[src/rtl/lut_out_drain.sv]
// Output-buffer write-back drain: walks K x HW words (k-major) and streams them over
// valid/ready through a 2-entry credit-controlled skid FIFO that hides the 1-cycle read latency.
`ifndef HW_BS_OUT_BUF_DEPTH
`define HW_BS_OUT_BUF_DEPTH 16
`endif

module lut_out_drain #(
  parameter int unsigned BS_OUT_BUF_DEPTH = `HW_BS_OUT_BUF_DEPTH,
  parameter int unsigned OUT_DATA_W       = 512
) (
  input  logic                        clk,
  input  logic                        rst,
  input  logic                        bs_wb_tile_start,
  input  logic [7:0]                  bs_subtile_K,
  input  logic [7:0]                  bs_subtile_HW,
  output logic [BS_OUT_BUF_DEPTH-1:0] bs_out_buf_wb_addr,
  output logic                        bs_out_buf_wb_rd,
  input  logic [OUT_DATA_W-1:0]       bs_out_buf_wb_data,
  output logic [OUT_DATA_W-1:0]       m_data,
  output logic                        m_valid,
  output logic                        m_last,
  input  logic                        m_ready,
  output logic                        bs_wb_busy,
  output logic                        bs_wb_tile_end,
  output logic                        bs_wb_start_err
);

  // Counter width: wide enough for K*HW and for the address bus.
  localparam int unsigned CW = (BS_OUT_BUF_DEPTH > 16) ? BS_OUT_BUF_DEPTH : 16;

  typedef enum logic [1:0] {IDLE, READ, FLUSH, DONE} state_t;

  typedef struct packed {
    logic                  last;
    logic [OUT_DATA_W-1:0] data;
  } word_t;

  state_t         state, state_nxt;
  logic [CW-1:0]  total_q;
  logic [CW-1:0]  rd_cnt_q;
  logic           inflight_q;
  logic           inflight_last_q;
  word_t          fifo_q [2];
  logic           wr_ptr_q;
  logic           rd_ptr_q;
  logic [1:0]     count_q;
  logic           start_err_q;

  logic           rd_c;
  logic           last_rd_c;
  logic           pop_c;
  logic           credit_ok_c;
  logic           accept_c;
  logic           empty_size_c;
  word_t          head_c;

  assign head_c       = fifo_q[rd_ptr_q];
  assign pop_c        = (count_q != 2'd0) && m_ready;
  assign last_rd_c    = (rd_cnt_q == total_q - CW'(1));
  assign accept_c     = bs_wb_tile_start && (state == IDLE);
  assign empty_size_c = (bs_subtile_K == 8'd0) || (bs_subtile_HW == 8'd0);

  // Credit counts occupancy net of this cycle's pop so a full-rate stream reads every cycle.
  assign credit_ok_c  = (3'(count_q) + 3'(inflight_q)) <= (3'd1 + 3'(pop_c));

  // Next-state and read-issue logic
  always_comb begin
    state_nxt = state;
    rd_c      = 1'b0;
    case (state)
      IDLE: begin
        if (accept_c) state_nxt = empty_size_c ? DONE : READ;
      end
      READ: begin
        rd_c = credit_ok_c;
        if (credit_ok_c && last_rd_c) state_nxt = FLUSH;
      end
      FLUSH: begin
        if (pop_c && head_c.last) state_nxt = DONE;
      end
      DONE:    state_nxt = IDLE;
      default: state_nxt = IDLE;
    endcase
  end

  // Control state, counters and FIFO pointers
  always_ff @(posedge clk) begin
    if (rst) begin
      state           <= IDLE;
      total_q         <= '0;
      rd_cnt_q        <= '0;
      inflight_q      <= 1'b0;
      inflight_last_q <= 1'b0;
      wr_ptr_q        <= 1'b0;
      rd_ptr_q        <= 1'b0;
      count_q         <= 2'd0;
      start_err_q     <= 1'b0;
    end else begin
      state <= state_nxt;
      if (accept_c) begin
        total_q  <= CW'(bs_subtile_K) * CW'(bs_subtile_HW);
        rd_cnt_q <= '0;
      end else if (rd_c) begin
        rd_cnt_q <= rd_cnt_q + CW'(1);
      end
      inflight_q      <= rd_c;
      inflight_last_q <= rd_c && last_rd_c;
      if (inflight_q) wr_ptr_q <= ~wr_ptr_q;
      if (pop_c) rd_ptr_q <= ~rd_ptr_q;
      count_q <= count_q + 2'(inflight_q) - 2'(pop_c);
      if (bs_wb_tile_start && (state != IDLE)) start_err_q <= 1'b1;
    end
  end

  // FIFO storage; contents are meaningless whenever count_q says so
  always_ff @(posedge clk) begin
    if (inflight_q) fifo_q[wr_ptr_q] <= {inflight_last_q, bs_out_buf_wb_data};
  end

  assign bs_out_buf_wb_rd   = rd_c;
  assign bs_out_buf_wb_addr = rd_c ? BS_OUT_BUF_DEPTH'(rd_cnt_q) : '0;
  assign m_valid            = (count_q != 2'd0);
  assign m_data             = m_valid ? head_c.data : '0;
  assign m_last             = m_valid && head_c.last;
  assign bs_wb_busy         = (state != IDLE);
  assign bs_wb_tile_end     = (state == DONE);
  assign bs_wb_start_err    = start_err_q;

endmodule

[config.mk]
export PLATFORM = sky130hd
export DESIGN_NAME = lut_out_drain
export DESIGN_NICKNAME = d
export VERILOG_FILES = /design/src/rtl/lut_out_drain.sv
export SDC_FILE = /design/constraint.sdc
export NUM_CORES = 1
export LEC_CHECK = 0
export CORE_AREA = 2 2 413 415
export DETAILED_ROUTE_END_ITERATION = 6
export DIE_AREA = 0 0 415 417
export PLACE_DENSITY_LB_ADDON = 0.08
export SYNTH_ARGS = -nofsm -noshare
export SYNTH_HDL_FRONTEND = slang
export SYNTH_SLANG_ARGS = --single-unit
export TNS_END_PERCENT = 10
[constraint.sdc]
create_clock -name clk -period 24.2 [get_ports clk]
set_input_delay 3.63 -clock clk [delete_from_list [all_inputs] [get_ports clk]]
set_output_delay 3.63 -clock clk [all_outputs]
set_load 0.02 [all_outputs]
# Word level (Yosys, flattened, before mapping)
# Memories as Yosys holds them, arrays and structs flattened. A register that Yosys moved wholly into a read port is not among the register bits.
# Cells that the tools add are included.
# word_totals
in_bits	532
ff_bits	41
mem_bits_rw	1026
out_inout_bits	534
wordCells	54
memories	1
# memory_table
memory	depth	word_bits	rd	rd_clocked_by_memory_dff	wr	line	rtl
fifo_q	2	513	1	1	1	43	word_t fifo_q [2];
# classes
n_reduce_logical	15
n_eq_ne	7
bitwise	2
n_mux	12
add_sub_neg	6
n_mul	1
magnitude_cmp	1
# ops
cell	count
two-way mux 512 bit	1
adder 16 x 1 -> 16 bit (second input constant)	1
== test 16 bit	1
logical NOT 8 bit	2
multiplier 8 x 8 -> 16 bit	1
two-way mux 16 bit	1
subtractor 16 x 1 -> 16 bit (second input constant)	1
two-way mux 2 bit	4
case mux 2 bit (4 select lines)	1
logical AND 1 bit	7
!= test 2 bit (second input constant)	3
two-way mux 1 bit	5
== test 2 bit (second input constant)	2
nonzero test 2 bit	2
adder 2 x 1 -> 3 bit	1
<= comparator 3 x 2 -> 1 bit	1
AND reduction 3 bit	1
adder 1 x 1 -> 2 bit (first input constant)	1
adder 2 x 1 -> 2 bit	1
== test 2 x 1 -> 1 bit (second input constant)	1
logical NOT 2 bit	1
NOT 1 bit	2
OR reduction 2 bit	1
subtractor 2 x 1 -> 2 bit	1
logical OR 1 bit	1

# Logic depth before layout (Yosys ltp)
# Gate-level depths: netlist (run 1).
# logic_depth
depth_word	7
depth_mapped	17

# Least setup slack after synthesis (run 1)
# OpenSTA, ideal clock, no wires.
# synth_path
kind	register to register
startpoint	reg wr_ptr_q
endpoint	mem fifo_q[0][0] in the netlist's numbering, enable pin
stages_incl_launch_ff	2
setup_time_ns	1.463
setup_slack_ns	-0.161
arrival_ns	22.898
t_required_ns	22.737
cell_sequence	dfxtp_1 > nor2b_1
# synth_lines
element	line	rtl
start: declaration	44	logic wr_ptr_q;
start signal: assignment	108	if (inflight_q) wr_ptr_q <= ~wr_ptr_q;
end: declaration	43	
# No word-level cell before the write port.

# Worst setup path after layout (run 1)
# layout_path
startpoint	in m_ready
endpoint	out bs_out_buf_wb_addr[2]
# layout_via
elab_chain_cells	5
# layout_lines
element	line	rtl
start: declaration	22	input logic m_ready,
logical AND 1 bit	58	assign pop_c = (count_q != 2'd0) && m_ready;
via pop_c	51	logic pop_c;
adder 1 x 1 -> 2 bit	64	assign credit_ok_c = (3'(count_q) + 3'(inflight_q)) <= (3'd1 + 3'(pop_c));
<= comparator 3 x 2 -> 1 bit	64	
two-way mux 1 bit	70	case (state)
two-way mux 16 bit	121	assign bs_out_buf_wb_addr = rd_c ? BS_OUT_BUF_DEPTH'(rd_cnt_q) : '0;
end: declaration	16	output logic [BS_OUT_BUF_DEPTH-1:0] bs_out_buf_wb_addr,
# The timed path passes the listed nets, and every way through them passes these cells.

==> results of run 1 <==
[cell usage in the layout, fill, tap and decap left out, drive strengths merged, types with 3 or more instances in the layout]
cell	instances
clkdlybuf4s50	1065
xnor2	20
a21o	3
o21ai	6
inv	69
o21a	4
xor2	28
clkbuf	158
o31ai	6
a21oi	25
buf	30
nand2	49
diode	22
nand3	9
clkinv	64
nand2b	3
fa	37
nor4	10
and2	75
a311oi	3
ha	47
nor3	12
a211oi	5
and3	5
or3	5
dfxtp	42
nand3b	3
bufinv	5
edfxtp	1026
nor2b	4
nor2	557
nand4	7
mux2i	514
[flip-flops by register name (all words and copies together), names as in the netlist, 2 cells and up, named ones only]
signal    count
fifo_q     1026
rd_cnt_q     16
total_q      16
count_q       2
state         2
[where the power goes]
| part | internal (W) | total (W) | switching [W] | leakage (nW) |
|---|---|---|---|---|
| clock network | 0.00107 | 0.00183 | 0.000760 | 1.94 |
| logic | 0.00101 | 0.00259 | 0.00157 | 8.00 |
| registers | 0.00230 | 0.00237 | 0.0000751 | 9.63 |
[worst paths after layout]
check	start	to	slack [ps]
max	m_ready	bs_out_buf_wb_addr[2]	13970
min	inflight_last_q$_SDFF_PP0_	fifo_q[1][512]$_DFFE_PP_	430
max reg2reg	inflight_q$_SDFF_PP0_	fifo_q[0][139]$_DFFE_PP_	19910
min reg2reg	inflight_last_q$_SDFF_PP0_	fifo_q[1][512]$_DFFE_PP_	430
[metrics by stage]
stage / util (%) / instance area [µm²] / hold slack [ps] / instances / setup WS [ps]
after floorplan: - / 42900 / 404 / 2725 / 9940
after global placement: 33.3 / 56200 / 412 / 5909 / 13960
after detailed placement: 33.3 / 56200 / 418 / 5909 / 13920
after CTS: 35.7 / 60100 / 434 / 6140 / 13920
after global routing: 35.7 / 60200 / 472 / 6153 / 13770
final: 35.7 / 60200 / 426 / 6162 / 13970
[kinds of logic after synthesis]
logic type      synth area share [%]
flops                           73.7
simple gates                    7.48
mux                             12.0
buf+inv                         1.72
fa+ha+maj                       3.10
compound gates                  1.01
xor+xnor                       0.979
[final cells by class]
cell class | instances | area [µm²] | area share, %
clock inverter | 73 | 475 | 0.790
antenna | 22 | 55.1 | 0.0914
clock buffer | 158 | 3490 | 5.79
timing repair buffer | 1095 | 10900 | 18.2
multi-input combinational | 1461 | 10600 | 17.5
tap | 2218 | 2780 | 4.61
sequential | 1068 | 31700 | 52.6
inverter | 67 | 251 | 0.418
[per-layer routing]
layer | up-vias | GRT usage (%) | part of all wire, %
met3 | 275 | 5.55 | 6.7
met1 | 13100 | 18.0 | 37
met4 | 42 | 6.08 | 2.9
met5 | - | 0 | 0.18
met2 | 767 | 30.3 | 53
li1 | 12200 | - | -
[critical path, cell delays in order]
cell and delay, ps:
clkdlybuf4s50_1 460, nand2_1 120, inv_1 130, fa_1 430, or3b_1 420, a21oi_2 530, and2_1 260, clkdlybuf4s50_1 620
==> impl_metrics.yaml, run 1 <==
run_status:
  status: "finished clean"
sta:
  setup_violations: 0
  fin_worst_skew_ps: 29.5
  tightest_slew_ps: 1080
  finalCritPeriodShare_pct: 42.3
  timing.fmax_mhz: 97.7
  relSlewSlack_pct: 28.1
  hold_violations: 0
  post-route-min-period_ps: 10230
  setup_tns_ps: 0
  drv_slew: 0
  rsz0062_at_grt: "false"
global_routing:
  grt_pass1_vias: 26900
  antenna_found_initial: 67
  grt.total_usage_pct: 16.7
  grt_pass1_wl_um: 206000
  grt_max_degree: 150
  overflow: 0
cts:
  cts_root_buf: "clkbuf_16"
  cts_setup_buffers: 0
  h-tree-depth: 4
  cts.sinks: 1068
  cts_inserted_buffers: 131
  path_clk_slew_ps: 50
  ctsResizeCount: 0
  ctsHoldBuffers: 0
  cts_buffer_depth: 3
  clock_latency_ps: 760
  tritoncts: "built"
place:
  gp_congestion: 0.784
  dp_hpwl_um: 106000
  port-buffer-count: 1065
floorplanning:
  io-pin-count: 1066
  start_util_pct: 25.5
  std_cell_rows: 151
  dieArea_um2: 173000
  fp.coreArea_um2: 169000
  fp.dieW_um: 415
  die_h_um: 417
layout:
  area_growth_pct: 40.2
  nNetsFinal: 4440
  drive_gt1_share_pct: 5.38
  nFillCells: 16400
worst_setup_path:
  worstSetupStartpointType: "input port"
  r2r_cells: 5
  worstPathArrival_ps: 6600
  cp_data_required_time_ps: 20570
  critPathCaptureType: "output pin"
  path_class: "input port to output pin"
  cp_max_fo: 19
flow_run:
  maxCapViolCount: 0
yosys:
  synth_area_um2: 42900
  netlist.area_leader.share_pct: 71.8
  avgSynthCellArea_um2: 15.8
  synth_most_common_cell: "edfxtp_1"
  synthArstFlopShare_pct: 0
  synth_warnings: 0
  synth_edf_count: 1026
  synth_area_leader_cell: "edfxtp_1"
  yosys-top-cells-area: "edfxtp_1 72%, mux2i_1 12%, nor2_1 4.9%"
  yosysUniqueCellTypes: 58
  synth_fp_nets: 3341
  syn_inst: 2725
  synth_seq_area_share_pct: 73.7
  ys.flop_type: "edfxtp_1"
  ys_ff_latch: 1068
  synthTopCellsByCount: "1026 x edfxtp_1, 557 x nor2_1, 514 x mux2i_1, 83 x clkbuf_1, 75 x and2_1"
detailed_routing:
  vias_per_cell: 4.28
  antenna_left: 0
  vias: 26400
  remaining_drc_errors: 0
  postRouteWirelength_um: 149000
  wire_per_inst_um: 24.1
  first_pass_iters: 4
  drt_iter0_markers: 1371
power_and_ir_drop:
  p_leak_nw: 19.6
  vdd_drop_max_uv: 72.2
  power_density_nw_per_um2: 113
  finalPower_w: 0.00679
min_path:
  holdPathStages: 0
  worstHoldPathType: "flop to flop"
Note: power is estimated with default switching activity, not from simulation.
==> run 2, diff against run 1 <==
==> constraint.sdc (replaced) <==
create_clock -name clk -period 9.3 [get_ports clk]
set_input_delay 1.395 -clock clk [delete_from_list [all_inputs] [get_ports clk]]
set_output_delay 1.395 -clock clk [all_outputs]
set_load 0.02 [all_outputs]
==> run 2 against run 1 <==
  * Die area unchanged
  * Core utilization increased by 0.070 points
  * Largest power group unchanged
  * Via count decreased by 0.39%
  * Clock skew decreased by 2.6 ps
  * Critical path type is now flop to output pin
  * Setup slack got worse by 11000 ps
  * Largest cell class unchanged
==> impl_metrics.yaml, run 2 (synthesis gave the netlist of run 1 again) <==
detailed_routing:
  vias_per_cell: 4.27
  antenna_left: 0
  wl_met2_um: 78800
  vias: 26300
  first_pass_iters: 5
  wire_per_inst_um: 24.1
  route.met3.wl_um: 10900
  route.layer.met1.wl_um: 53100
  postRouteWirelength_um: 148000
  drt_iter0_markers: 1362
  remaining_drc_errors: 0
  dr.max_layer_used: "met5"
place:
  port-buffer-count: 1065
  pre_cts_ws_ps: 3140
  gp_congestion: 0.797
  dp_hpwl_um: 104000
worst_setup_path:
  reg2reg_to: "rd_cnt_q[14]$_SDFFE_PP0P_"
  cp_max_fo: 126
  reg2reg_from: "count_q[1]$_SDFF_PP0_"
  path_class: "flop to output pin"
  r2r_slack_ps: 4850
  r2r_cells: 13
  critPathCaptureType: "output pin"
  cpPeakStageDelay_ps: 640
  startpoint: "count_q[1]$_SDFF_PP0_"
  crit_end: "bs_out_buf_wb_addr[2]"
  cp_slowest_cell: "clkdlybuf4s50_1"
  crit_chain: "nor2_4 -> buf_12 -> inv_1 -> nand2_1 -> inv_1 -> fa_1 -> or3b_1 -> a21oi_2 -> and2_1 -> clkdlybuf4s50_1"
  worstPathArrival_ps: 4670
  worstSetupStartpointType: "flop"
  cpMostUsedCell: "inv_1"
  cp_data_required_time_ps: 7910
cts:
  cts.sinks: 1068
  cts_setup_buffers: 0
  cts_buffer_depth: 3
  tritoncts: "built"
  cts_root_buf: "clkbuf_16"
  ctsResizeCount: 0
  path_clk_slew_ps: 60
  cts_inserted_buffers: 132
  ctsHoldBuffers: 0
  h-tree-depth: 4
  clock_latency_ps: 760
layout:
  final_common_cell: "clkdlybuf4s50_1"
  nNetsFinal: 4437
  top_regs: "fifo_q x1026, rd_cnt_q x16, total_q x16"
  nFillCells: 16400
  largest_reg_flops: 1026
  layout_common_cells: "1065 x clkdlybuf4s50_1, 1026 x edfxtp_1, 556 x nor2_1, 514 x mux2i_1, 138 x clkbuf_16"
  final_util_pct: 35.8
  area_growth_pct: 40.5
  largest-register: "fifo_q"
  drive_gt1_share_pct: 5.50
global_routing:
  overflow: 0
  antenna_found_initial: 65
  grt_pass1_wl_um: 205000
  grt_max_degree: 184
  grt.total_usage_pct: 16.7
  grt_pass1_vias: 26700
sta:
  setup_violations: 0
  timing.fmax_mhz: 165
  setup_ws_ps: 3230
  finalCritPeriodShare_pct: 65.3
  drv_slew: 0
  tightest_slew_ps: 1040
  rsz0062_at_grt: "false"
  hold_violations: 0
  fin_worst_skew_ps: 26.9
  relSlewSlack_pct: 30.9
  post-route-min-period_ps: 6070
min_path:
  worstHoldPathType: "flop to flop"
flow_run:
  maxCapViolCount: 0
floorplanning:
  fp.dieW_um: 415
  die_h_um: 417
  io-pin-count: 1066
  std_cell_rows: 151
  dieArea_um2: 173000
  fp.coreArea_um2: 169000
  start_util_pct: 25.5
power_and_ir_drop:
  power_density_nw_per_um2: 294
  vdd_drop_max_uv: 196
  finalPower_w: 0.0177
  p_leak_nw: 19.6
run_status:
  status: "finished clean"
==> run 2: cell types whose count changed in the layout (fill, tap and decap cells not counted) <==
cell | before | now
buf_4 | 25 | 15
clkinv_1 | 43 | 36
bufinv_16 | 5 | 4
clkinv_4 | 1 | 0
clkbuf_16 | 136 | 138
diode_2 | 22 | 14
clkbuf_1 | 22 | 27
clkinv_8 | 1 | 3
buf_12 | 5 | 11
clkinv_2 | 19 | 20
inv_6 | 1 | 6
clkinvlp_4 | 2 | 3
==> run 2: worst max-delay path, delay by kind of cell (launching register included) <==
family,cells,cell delay [ps]
fa+ha+maj,1,480
flops,1,350
buf+inv,4,1360
compound gates,1,560
simple gates,4,1070
==> run 2: how the worst min path moves through the flow <==
stage / start / endpoint / slack (ps) / cells after the start
6_report: inflight_last_q$_SDFF_PP0_ / fifo_q[1][512]$_DFFE_PP_ / 430 / 0
5_1_grt: inflight_last_q$_SDFF_PP0_ / fifo_q[0][512]$_DFFE_PP_ / 440 / 0
4_1_cts: inflight_last_q$_SDFF_PP0_ / fifo_q[1][512]$_DFFE_PP_ / 430 / 0
3_5_place_dp: inflight_last_q$_SDFF_PP0_ / fifo_q[1][512]$_DFFE_PP_ / 420 / 0
3_3_place_gp: inflight_last_q$_SDFF_PP0_ / fifo_q[0][512]$_DFFE_PP_ / 410 / 0
2_1_floorplan: inflight_last_q$_SDFF_PP0_ / fifo_q[0][512]$_DFFE_PP_ / 400 / 0
==> run 2: area by class of cell <==
class                      instances  area, µm²  share of cell area [%]
inverter                          67        251                   0.417
multi-input combinational       1461      10600                    17.5
clock buffer                     165       3550                    5.89
antenna                           14       35.0                  0.0581
timing repair buffer            1091      11000                    18.2
sequential                      1068      31700                    52.5
tap                             2218       2780                    4.60
clock inverter                    73        499                   0.828
==> run 2: routing by layer <==
metal / up-vias / global-route usage (%)
met1: 12900 / 17.2
li1: 12200 / -
met5: - / 0
met3: 303 / 6.31
met4: 44 / 6.85
met2: 789 / 30.1
==> run 2: report_power, final <==
group          switching, W  internal [W]
registers          0.000188       0.00598
clock network       0.00202       0.00282
logic               0.00409       0.00264
==> run 2: stage by stage <==
step                cells  setup TNS (ps)  instance area [µm²]  hold slack, ps
floorplan            2725        -1886130                42900             404
global placement     5905               0                56200             412
detailed placement   5905               0                56200             423
CTS                  6143               0                60300             431
global route         6156               0                60300             440
finish               6157               0                60300             430
==> run 3, diff against run 2 <==
==> constraint.sdc (replaced) <==
create_clock -name clk -period 6.1 [get_ports clk]
set_input_delay 0.915 -clock clk [delete_from_list [all_inputs] [get_ports clk]]
set_output_delay 0.915 -clock clk [all_outputs]
set_load 0.02 [all_outputs]
==> run 3 against run 2 <==
  * Clock-buffer cell count increased by 6
  * Clock skew increased by 16 ps
  * Total power increased by 53%
  * Cell count increased by 0.34%
  * Core utilization increased by 0.082 points
  * Sequential share of layout area decreased by 0.12 points
  * Final area increased by 0.23%
  * Setup slack got worse by 2300 ps
  * Largest cell class unchanged
  * Highest routed layer unchanged
==> impl_metrics.yaml, run 3 (synthesis gave the netlist of run 1 again) <==
run_status:
  status: "finished clean"
floorplanning:
  die_h_um: 417
  dieArea_um2: 173000
  io-pin-count: 1066
  std_cell_rows: 151
  start_util_pct: 25.5
  fp.coreArea_um2: 169000
  fp.dieW_um: 415
detailed_routing:
  postRouteWirelength_um: 150000
  first_pass_iters: 7
  drt_iter0_markers: 1394
  vias: 26300
  antenna_left: 0
  remaining_drc_errors: 0
  wire_per_inst_um: 24.2
  vias_per_cell: 4.26
sta:
  post-route-min-period_ps: 5190
  fin_worst_skew_ps: 43.2
  timing.fmax_mhz: 193
  hold_violations: 0
  finalCritPeriodShare_pct: 85.0
  drv_slew: 0
  tightest_slew_ps: 1170
  setup_violations: 0
  relSlewSlack_pct: 22.3
  setup_tns_ps: 0
  rsz0062_at_grt: "false"
cts:
  path_clk_slew_ps: 50
  ctsResizeCount: 0
  clock_latency_ps: 790
  cts_buffer_depth: 3
  cts_setup_buffers: 0
  cts_inserted_buffers: 131
  h-tree-depth: 4
  ctsHoldBuffers: 0
  cts_root_buf: "clkbuf_16"
  tritoncts: "built"
  cts.sinks: 1068
power_and_ir_drop:
  finalPower_w: 0.0271
  power_density_nw_per_um2: 448
  vdd_drop_max_uv: 344
  p_leak_nw: 19.7
layout:
  nNetsFinal: 4452
  largest-register: "fifo_q"
  final_common_cell: "clkdlybuf4s50_1"
  layout_common_cells: "1065 x clkdlybuf4s50_1, 1026 x edfxtp_1, 556 x nor2_1, 514 x mux2i_1, 132 x clkbuf_16"
  area_growth_pct: 40.8
  top_regs: "fifo_q x1026, rd_cnt_q x16, total_q x16"
  largest_reg_flops: 1026
  nFillCells: 16400
  drive_gt1_share_pct: 5.74
worst_setup_path:
  cp_max_fo: 141
  path_class: "flop to output pin"
  reg2reg_to: "rd_cnt_q[12]$_SDFFE_PP0P_"
  worstPathArrival_ps: 4270
  reg2reg_from: "count_q[1]$_SDFF_PP0_"
  r2r_slack_ps: 2180
  cp_data_required_time_ps: 5180
  worstSetupStartpointType: "flop"
  critPathCaptureType: "output pin"
  r2r_cells: 12
global_routing:
  antenna_found_initial: 70
  grt_max_degree: 156
  grt_pass1_wl_um: 206000
  grt_pass1_vias: 26900
  overflow: 0
  grt.total_usage_pct: 16.8
min_path:
  hold_start: "inflight_last_q$_SDFF_PP0_"
  holdPathStages: 0
  min_to: "fifo_q[0][512]$_DFFE_PP_"
  worstHoldPathType: "flop to flop"
place:
  gp_congestion: 0.786
  port-buffer-count: 1065
  dp_hpwl_um: 108000
flow_run:
  maxCapViolCount: 0
run 3: worst max-delay path: stages (launching register included):
cell and delay, ps:
dfxtp_1 340, nor2_4 140, buf_12 580, buf_4 680
buf_4 790, nor2_1 150, clkdlybuf4s50_1 610
run 3: cell type report:
class | count | area (µm²) | area share, %
clock inverters | 62 | 529 | 0.875
inverters | 67 | 251 | 0.416
clock buffers | 171 | 3480 | 5.76
flip-flops and latches | 1068 | 31700 | 52.4
multi-input cells | 1461 | 10600 | 17.5
diodes | 24 | 60.1 | 0.0993
repair buffers | 1107 | 11200 | 18.4
well taps | 2218 | 2780 | 4.59
run 3: worst max-delay path by stage:
stage / slack (ps) / startpoint / cells after the start / endpoint
final: 910 / count_q[1]$_SDFF_PP0_ / 6 / m_data[283]
after global routing: 610 / count_q[1]$_SDFF_PP0_ / 6 / m_data[297]
after CTS: 750 / count_q[1]$_SDFF_PP0_ / 6 / m_data[41]
after detailed placement: 400 / bs_subtile_HW[2] / 15 / total_q[15]$_SDFFE_PP0P_
after global placement: 390 / bs_subtile_HW[2] / 15 / total_q[15]$_SDFFE_PP0P_
after floorplan: -2380 / inflight_q$_SDFF_PP0_ / 1 / fifo_q[0][0]$_DFFE_PP_
run 3: through the flow:
| step | area [µm²] | setup slack (ps) | utilization [%] | cells | hold WS (ps) |
|---|---|---|---|---|---|
| final | 60500 | 914 | 35.9 | 6178 | 427 |
| after global routing | 60500 | 605 | 35.9 | 6175 | 435 |
| after CTS | 60400 | 751 | 35.8 | 6154 | 429 |
| after detailed placement | 56400 | 402 | 33.5 | 5921 | 415 |
| after global placement | 56400 | 387 | 33.5 | 5921 | 406 |
| after floorplan | 42900 | -2380 | - | 2725 | 404 |
run 3: report_power, final:
group,internal [W],total (W),switching (W)
clock,0.00422,0.00735,0.00313
combinational,0.00406,0.0103,0.00625
sequential,0.00911,0.00940,0.000291
run 3: routing by layer:
layer	vias up	part of all wire (%)	GRT usage (%)	wire, µm
met5	-	0.19	0.306	280
met4	44	3.9	8.20	5900
met1	13000	36	17.3	53200
li1	12200	-	-	-
met2	747	53	29.8	79200
met3	291	7.3	6.32	11000
